## config.mk

```make
export PLATFORM = sky130hd
export DESIGN_NAME = adc_qsys_sysid_ext_flat
export DESIGN_NICKNAME = d
export VERILOG_FILES = /design/src/rtl/adc_qsys_sysid_ext_if.sv /design/src/rtl/adc_qsys_sysid_ext.sv /design/src/flat_wrapper.sv
export SDC_FILE = /design/constraint.sdc
export NUM_CORES = 1
export LEC_CHECK = 0
export CAP_MARGIN = 20
export CORE_ASPECT_RATIO = 1.4
export CORE_MARGIN = 2
export CORE_UTILIZATION = 35
export DETAILED_ROUTE_END_ITERATION = 10
export SLEW_MARGIN = 10
export SYNTH_ARGS = -nofsm -noshare
export SYNTH_HDL_FRONTEND = slang
export SYNTH_SLANG_ARGS = --single-unit
```

## constraint.sdc

```tcl
create_clock -name clock -period 3.2 [get_ports clock]
set_input_delay 0.32 -clock clock [delete_from_list [all_inputs] [get_ports clock]]
set_output_delay 0.32 -clock clock [all_outputs]
set_load 0.1 [all_outputs]
```

## src/rtl/adc_qsys_sysid_ext_if.sv

```systemverilog
// adc_qsys_sysid_ext_if: Avalon-MM slave bus bundle for the system-ID block
interface adc_qsys_sysid_ext_if;
    logic [2:0]  address;
    logic        read;
    logic        write;
    logic [31:0] writedata;
    logic [3:0]  byteenable;
    logic [31:0] readdata;
    logic        readdatavalid;

    modport master (
        output address, read, write, writedata, byteenable,
        input  readdata, readdatavalid
    );

    modport slave (
        input  address, read, write, writedata, byteenable,
        output readdata, readdatavalid
    );
endinterface

```

## src/rtl/adc_qsys_sysid_ext.sv

```systemverilog
// adc_qsys_sysid_ext: system-ID slave with scratch, 64-bit uptime counter and fixed read latency
module adc_qsys_sysid_ext #(
    parameter logic [31:0] ID_VALUE        = 32'h0000_0000,
    parameter logic [31:0] TIMESTAMP_VALUE = 32'd1430722590,
    parameter int          READ_LATENCY    = 1,
    parameter logic        CNT_RESET_EN    = 1'b1
) (
    input logic                 clock,
    input logic                 reset_n,
    adc_qsys_sysid_ext_if.slave bus
);
    localparam logic [2:0] LAT = 3'(READ_LATENCY);

    logic [63:0] cnt;
    logic [31:0] shadow;
    logic [31:0] scratch;
    logic [31:0] rd_mux;
    logic        enable;
    logic        wrap_sticky;
    logic        wr_ctl;
    logic        clr;
    logic        wr_sts;
    logic        wr_scr;
    logic        rd_lo;
    logic        wrap;
    logic [31:0] pipe_d [READ_LATENCY];
    logic        pipe_v [READ_LATENCY];

    assign wr_ctl = bus.write && bus.address == 3'd5 && bus.byteenable[0];
    assign clr    = wr_ctl && bus.writedata[1];
    assign wr_sts = bus.write && bus.address == 3'd6 && bus.byteenable[0] && bus.writedata[0];
    assign wr_scr = bus.write && bus.address == 3'd2;
    assign rd_lo  = bus.read && bus.address == 3'd3;
    // a clear in the same cycle suppresses the wrap so no sticky is raised
    assign wrap   = enable && !clr && &cnt;

    // register file view as seen by a read in the accept cycle (pre-write values)
    always_comb begin
        case (bus.address)
            3'd0:    rd_mux = ID_VALUE;
            3'd1:    rd_mux = TIMESTAMP_VALUE;
            3'd2:    rd_mux = scratch;
            3'd3:    rd_mux = cnt[31:0];
            3'd4:    rd_mux = shadow;
            3'd5:    rd_mux = {31'b0, enable};
            3'd6:    rd_mux = {21'b0, LAT, 7'b0, wrap_sticky};
            default: rd_mux = '0;
        endcase
    end

    // counter, shadow, control/status and scratch state
    always_ff @(posedge clock or negedge reset_n) begin
        if (!reset_n) begin
            cnt         <= '0;
            shadow      <= '0;
            scratch     <= '0;
            enable      <= CNT_RESET_EN;
            wrap_sticky <= 1'b0;
        end else begin
            if (clr)
                cnt <= '0;
            else if (enable)
                cnt <= cnt + 64'd1;
            if (rd_lo)
                shadow <= cnt[63:32];
            if (wr_ctl)
                enable <= bus.writedata[0];
            if (wrap)
                wrap_sticky <= 1'b1;
            else if (wr_sts)
                wrap_sticky <= 1'b0;
            for (int b = 0; b < 4; b++)
                if (wr_scr && bus.byteenable[b])
                    scratch[8*b +: 8] <= bus.writedata[8*b +: 8];
        end
    end

    // fixed-depth response pipeline; data lanes stay zero when no read is in flight
    always_ff @(posedge clock or negedge reset_n) begin
        if (!reset_n) begin
            for (int i = 0; i < READ_LATENCY; i++) begin
                pipe_v[i] <= 1'b0;
                pipe_d[i] <= '0;
            end
        end else begin
            pipe_v[0] <= bus.read;
            pipe_d[0] <= bus.read ? rd_mux : '0;
            for (int i = 1; i < READ_LATENCY; i++) begin
                pipe_v[i] <= pipe_v[i-1];
                pipe_d[i] <= pipe_d[i-1];
            end
        end
    end

    assign bus.readdata      = pipe_d[READ_LATENCY-1];
    assign bus.readdatavalid = pipe_v[READ_LATENCY-1];
endmodule
```

## src/flat_wrapper.sv

```systemverilog
// flat-port wrapper written by rule: the top's interface ports become plain ports
module adc_qsys_sysid_ext_flat 
#(
    parameter logic [31:0] ID_VALUE        = 32'h0000_0000,
    parameter logic [31:0] TIMESTAMP_VALUE = 32'd1430722590,
    parameter int          READ_LATENCY    = 1,
    parameter logic        CNT_RESET_EN    = 1'b1
)
  (clock, reset_n, bus_address, bus_read, bus_write, bus_writedata, bus_byteenable, bus_readdata, bus_readdatavalid);
  adc_qsys_sysid_ext_if bus_i ();
  input logic clock;
  input logic reset_n;
  input wire logic [$bits(bus_i.address)-1:0] bus_address;
  input wire logic [$bits(bus_i.read)-1:0] bus_read;
  input wire logic [$bits(bus_i.write)-1:0] bus_write;
  input wire logic [$bits(bus_i.writedata)-1:0] bus_writedata;
  input wire logic [$bits(bus_i.byteenable)-1:0] bus_byteenable;
  output wire logic [$bits(bus_i.readdata)-1:0] bus_readdata;
  output wire logic [$bits(bus_i.readdatavalid)-1:0] bus_readdatavalid;
  assign bus_i.address = bus_address;
  assign bus_i.read = bus_read;
  assign bus_i.write = bus_write;
  assign bus_i.writedata = bus_writedata;
  assign bus_i.byteenable = bus_byteenable;
  assign bus_readdata = bus_i.readdata;
  assign bus_readdatavalid = bus_i.readdatavalid;
  adc_qsys_sysid_ext #(.ID_VALUE(ID_VALUE), .TIMESTAMP_VALUE(TIMESTAMP_VALUE), .READ_LATENCY(READ_LATENCY), .CNT_RESET_EN(CNT_RESET_EN)) u_core (.clock(clock), .reset_n(reset_n), .bus(bus_i));
endmodule
```

==> flow_metrics.py <==
metrics = {
    "floorplanning": {
        "std_cell_rows": 63,
        "die_w_um": 128.0,
        "die_y_um": 177.5,
        "dieArea_um2": 22720,
        "io_pins": 76,
        "start_util_pct": 35.64,
        "coreArea_um2": 21130,
    },
    "clock_network": {
        "cts_max_level": 4,
        "clk_pin_slew_ns": 0.07,
        "cts_tree": "built",
        "cts_buffers": 17,
        "cts_hold_buf": 1,
        "cts_buffer_depth": 2,
        "cts.sinks": 163,
        "clk_latency_ns": 0.43,
        "cts_root_buffer": "clkbuf_16",
        "cts_resized": 0,
        "postCtsSetupBuffers": 0,
    },
    "setup_path": {
        "cp_num_buf_inv": 1,
        "r2r_setup_slack_ns": 0.76,
        "crit_fanout": 16,
        "crit_required_ns": 3.55,
        "path_class": "reg -> reg",
        "reg2regPathDepth": 7,
        "end_kind": "register",
        "r2r-start": "u_core.cnt[0]$_DFFE_PN0P_",
        "slowest_delay_ns": 0.47,
        "cp_top_family": "simple AND/OR/NAND/NOR gates",
        "crit_path_cell_trace": "ha_1 -> nand4_1 -> nor4_4 -> buf_4 -> nand4_1 -> or3_1 -> a21oi_1",
        "slowest_stage": "dfrtp_1",
        "crit_top_cell": "nand4_1",
        "reg2reg_to": "u_core.cnt[62]$_DFFE_PN0P_",
        "start_kind": "register",
        "cp.arrival_ns": 2.79,
    },
    "power": {
        "p_clk_share_pct": 31.6,
        "p_total_mw": 6.417,
        "ir_drop_v": 0.0004031,
        "p_seq_share_pct": 48.2,
        "combPwrFrac_pct": 20.2,
        "swShare_pct": 33.09,
        "total_leakage_power_nw": 3.820,
        "p_per_area_nw_per_um2": 696.0,
        "p_switching_mw": 2.124,
        "p_int_mw": 4.293,
    },
    "placed_design": {
        "portBuffers": 75,
        "gp_congestion": 0.8097,
        "placed_area_um2": 8621,
        "dp_cells": 1015,
        "dp_hpwl_um": 13830,
    },
    "synth": {
        "synth.avg_cell_area_um2": 10.77,
        "synth_flop_cell": "dfrtp_1",
        "ys_top_cells_by_area": "dfrtp_1, mux2_2, nor2_1",
        "synth_common_cells": "dfrtp_1, nor2_1, mux2_2",
        "yosysSeqAreaShare_pct": 54.20,
        "yosys_warnings": 0,
        "netlist_area_um2": 7528,
        "synth_area_leader_cell": "dfrtp_1",
        "synth_largest_type_area_fraction_pct": 53.85,
        "synth_cells": 699,
        "synth_cell_types": 38,
        "ys_seq_elements": 163,
        "synth_edf_count": 0,
        "synth_fp_nets": 743,
        "async_reset_ff_share_pct": 100.0,
        "yosysMostFrequentCell": "dfrtp_1",
    },
    "global_route": {
        "grt_first_pass_wirelength_um": 30720,
        "grt_pass1_vias": 5582,
        "grtUsageTotal_pct": 17.84,
        "antenna_found_initial": 0,
        "grt-ovfl-total": 0,
        "grt_start_max_net_pins": 87,
    },
    "routing": {
        "via_per_inst": 5.339,
        "first_pass_iters": 6,
        "wire_per_inst_um": 18.47,
        "drt-total-wl_um": 19360,
        "drt_iter0_markers": 435,
        "remaining_drc_errors": 0,
        "detail-route-antenna-nets": 0,
        "vias": 5595,
    },
    "sta": {
        "slew_violations": 0,
        "period_minus_slack_ns": 2.436,
        "post-route-period-util_pct": 76.12,
        "hold_viol_final": 0,
        "worst_pin_slew_ns": 0.9864,
        "setup_viol": 0,
        "max_freq_mhz": 410.6,
        "fin_worst_skew_ns": 0.009940,
        "setup_tns_ns": 0,
        "rsz0062_at_grt": "false",
        "relSlewSlack_pct": 34.04,
    },
    "final_layout": {
        "regArea_um2": 4080,
        "fill_cells": 2034,
        "fin_cells": 1048,
        "area_growth_pct": 22.47,
        "multiInputGateArea_um2": 3278,
        "antenna_cells": 0,
        "stdcell_area_um2": 9220,
        "drive_gt1_share_pct": 15.99,
        "fin_nets": 819,
    },
    "outcome": {
        "status": "complete, no violations",
    },
    "run": {
        "cap_violations": 0,
    },
    "min_path": {
        "hold_path_class": "in -> async",
    },
}
power by group through the flow:
stage | Combinational (mW) | Clock (mW) | Sequential [mW]
final | 1.30 | 2.03 | 3.09
after global routing | 1.42 | 2.14 | 3.17
after CTS | 1.32 | 2.06 | 3.09
after detailed placement | 1.31 | 0 | 3.13
after global placement | 1.28 | 0 | 3.12
after floorplan | 0.775 | 0 | 3.15
area by class of cell:
type / instances / area share, %
Sequential cell: 163 / 44.25
Inverter: 6 / 0.2443
Timing Repair Buffer: 95 / 10.03
Clock buffer: 20 / 5.062
Tap cell: 260 / 3.528
Clock inverter: 12 / 1.330
Multi-Input combinational cell: 492 / 35.55
how the worst max path moves through the flow:
stage                                from                              to  slack [ns]  cells past startpoint
2_1_floorplan   u_core.enable$_DFFE_PN1P_      u_core.cnt[53]$_DFFE_PN0P_        1.10                      8
3_3_place_gp               bus_address[1]  u_core.scratch[25]$_DFFE_PN0P_        0.74                      6
3_5_place_dp               bus_address[1]  u_core.scratch[27]$_DFFE_PN0P_        0.66                      6
4_1_cts        u_core.cnt[43]$_DFFE_PN0P_      u_core.cnt[53]$_DFFE_PN0P_        0.77                      5
5_1_grt        u_core.cnt[13]$_DFFE_PN0P_      u_core.cnt[51]$_DFFE_PN0P_        0.62                      5
6_report        u_core.cnt[0]$_DFFE_PN0P_      u_core.cnt[62]$_DFFE_PN0P_        0.76                      7
state kept, by name, summed over array words and instances, names as in the netlist:
name / cells
u_core.cnt: 64
u_core.enable: 1
u_core.wrap_sticky: 1
u_core.bus.readdata: 32
u_core.scratch: 32
u_core.shadow: 32
u_core.bus.readdatavalid: 1
stage by stage:
stage	util, %	setup slack, ns	hold WS [ns]
finish	43.64	0.7643	0.3678
global route	43.64	0.6196	0.4049
CTS	43.64	0.7693	0.3873
detailed placement	40.81	0.6581	0.2549
global placement	40.81	0.7354	0.2530
floorplan	-	1.098	0.02441
layer usage:
metal  wire length [um]  up-vias  track usage [%]
met4                540        0            7.647
met3                654       30            2.894
li1                   -     2653                -
met1               8246     2784            22.27
met5                  0        -                0
met2               9916      128            30.53
cells in the final DEF (no fill, tap or decap), types with 3 or more instances in the layout:
cell             count
dfrtp_1            162
nand4b_1             3
nor2_1              98
and2_1               3
nand2b_1             3
nand3_1             24
xor2_1              23
o22a_1              14
nor4_4               3
nor2b_1              7
nand4_1             30
mux2_2              62
nor3_1               7
mux2i_1             17
clkinv_4             5
buf_4               17
clkbuf_8             3
and4_1               5
nand2_1             28
a22oi_1             14
and3_1              15
a21oi_1             52
nor4_1               6
o21ai_0             26
clkbuf_16           17
inv_1                6
xnor2_1             19
clkdlybuf4s50_1     73
nand4_2              3
or3_1               19
cell families (layout without fill, tap and decap cells):
logic type / count (synthesis) / in the layout / share of synthesized area (%)
buffers and inverters: 44 / 133 / 2.277
multiplexers: 79 / 79 / 11.53
XOR/XNOR: 42 / 42 / 4.886
adder cells (fa/ha/maj): 1 / 1 / 0.1662
flip-flops: 163 / 163 / 54.20
AND/OR/NAND/NOR: 259 / 259 / 18.20
AO/OA/AOI/OAI: 111 / 111 / 8.742
(Power assumes the default switching activity.)
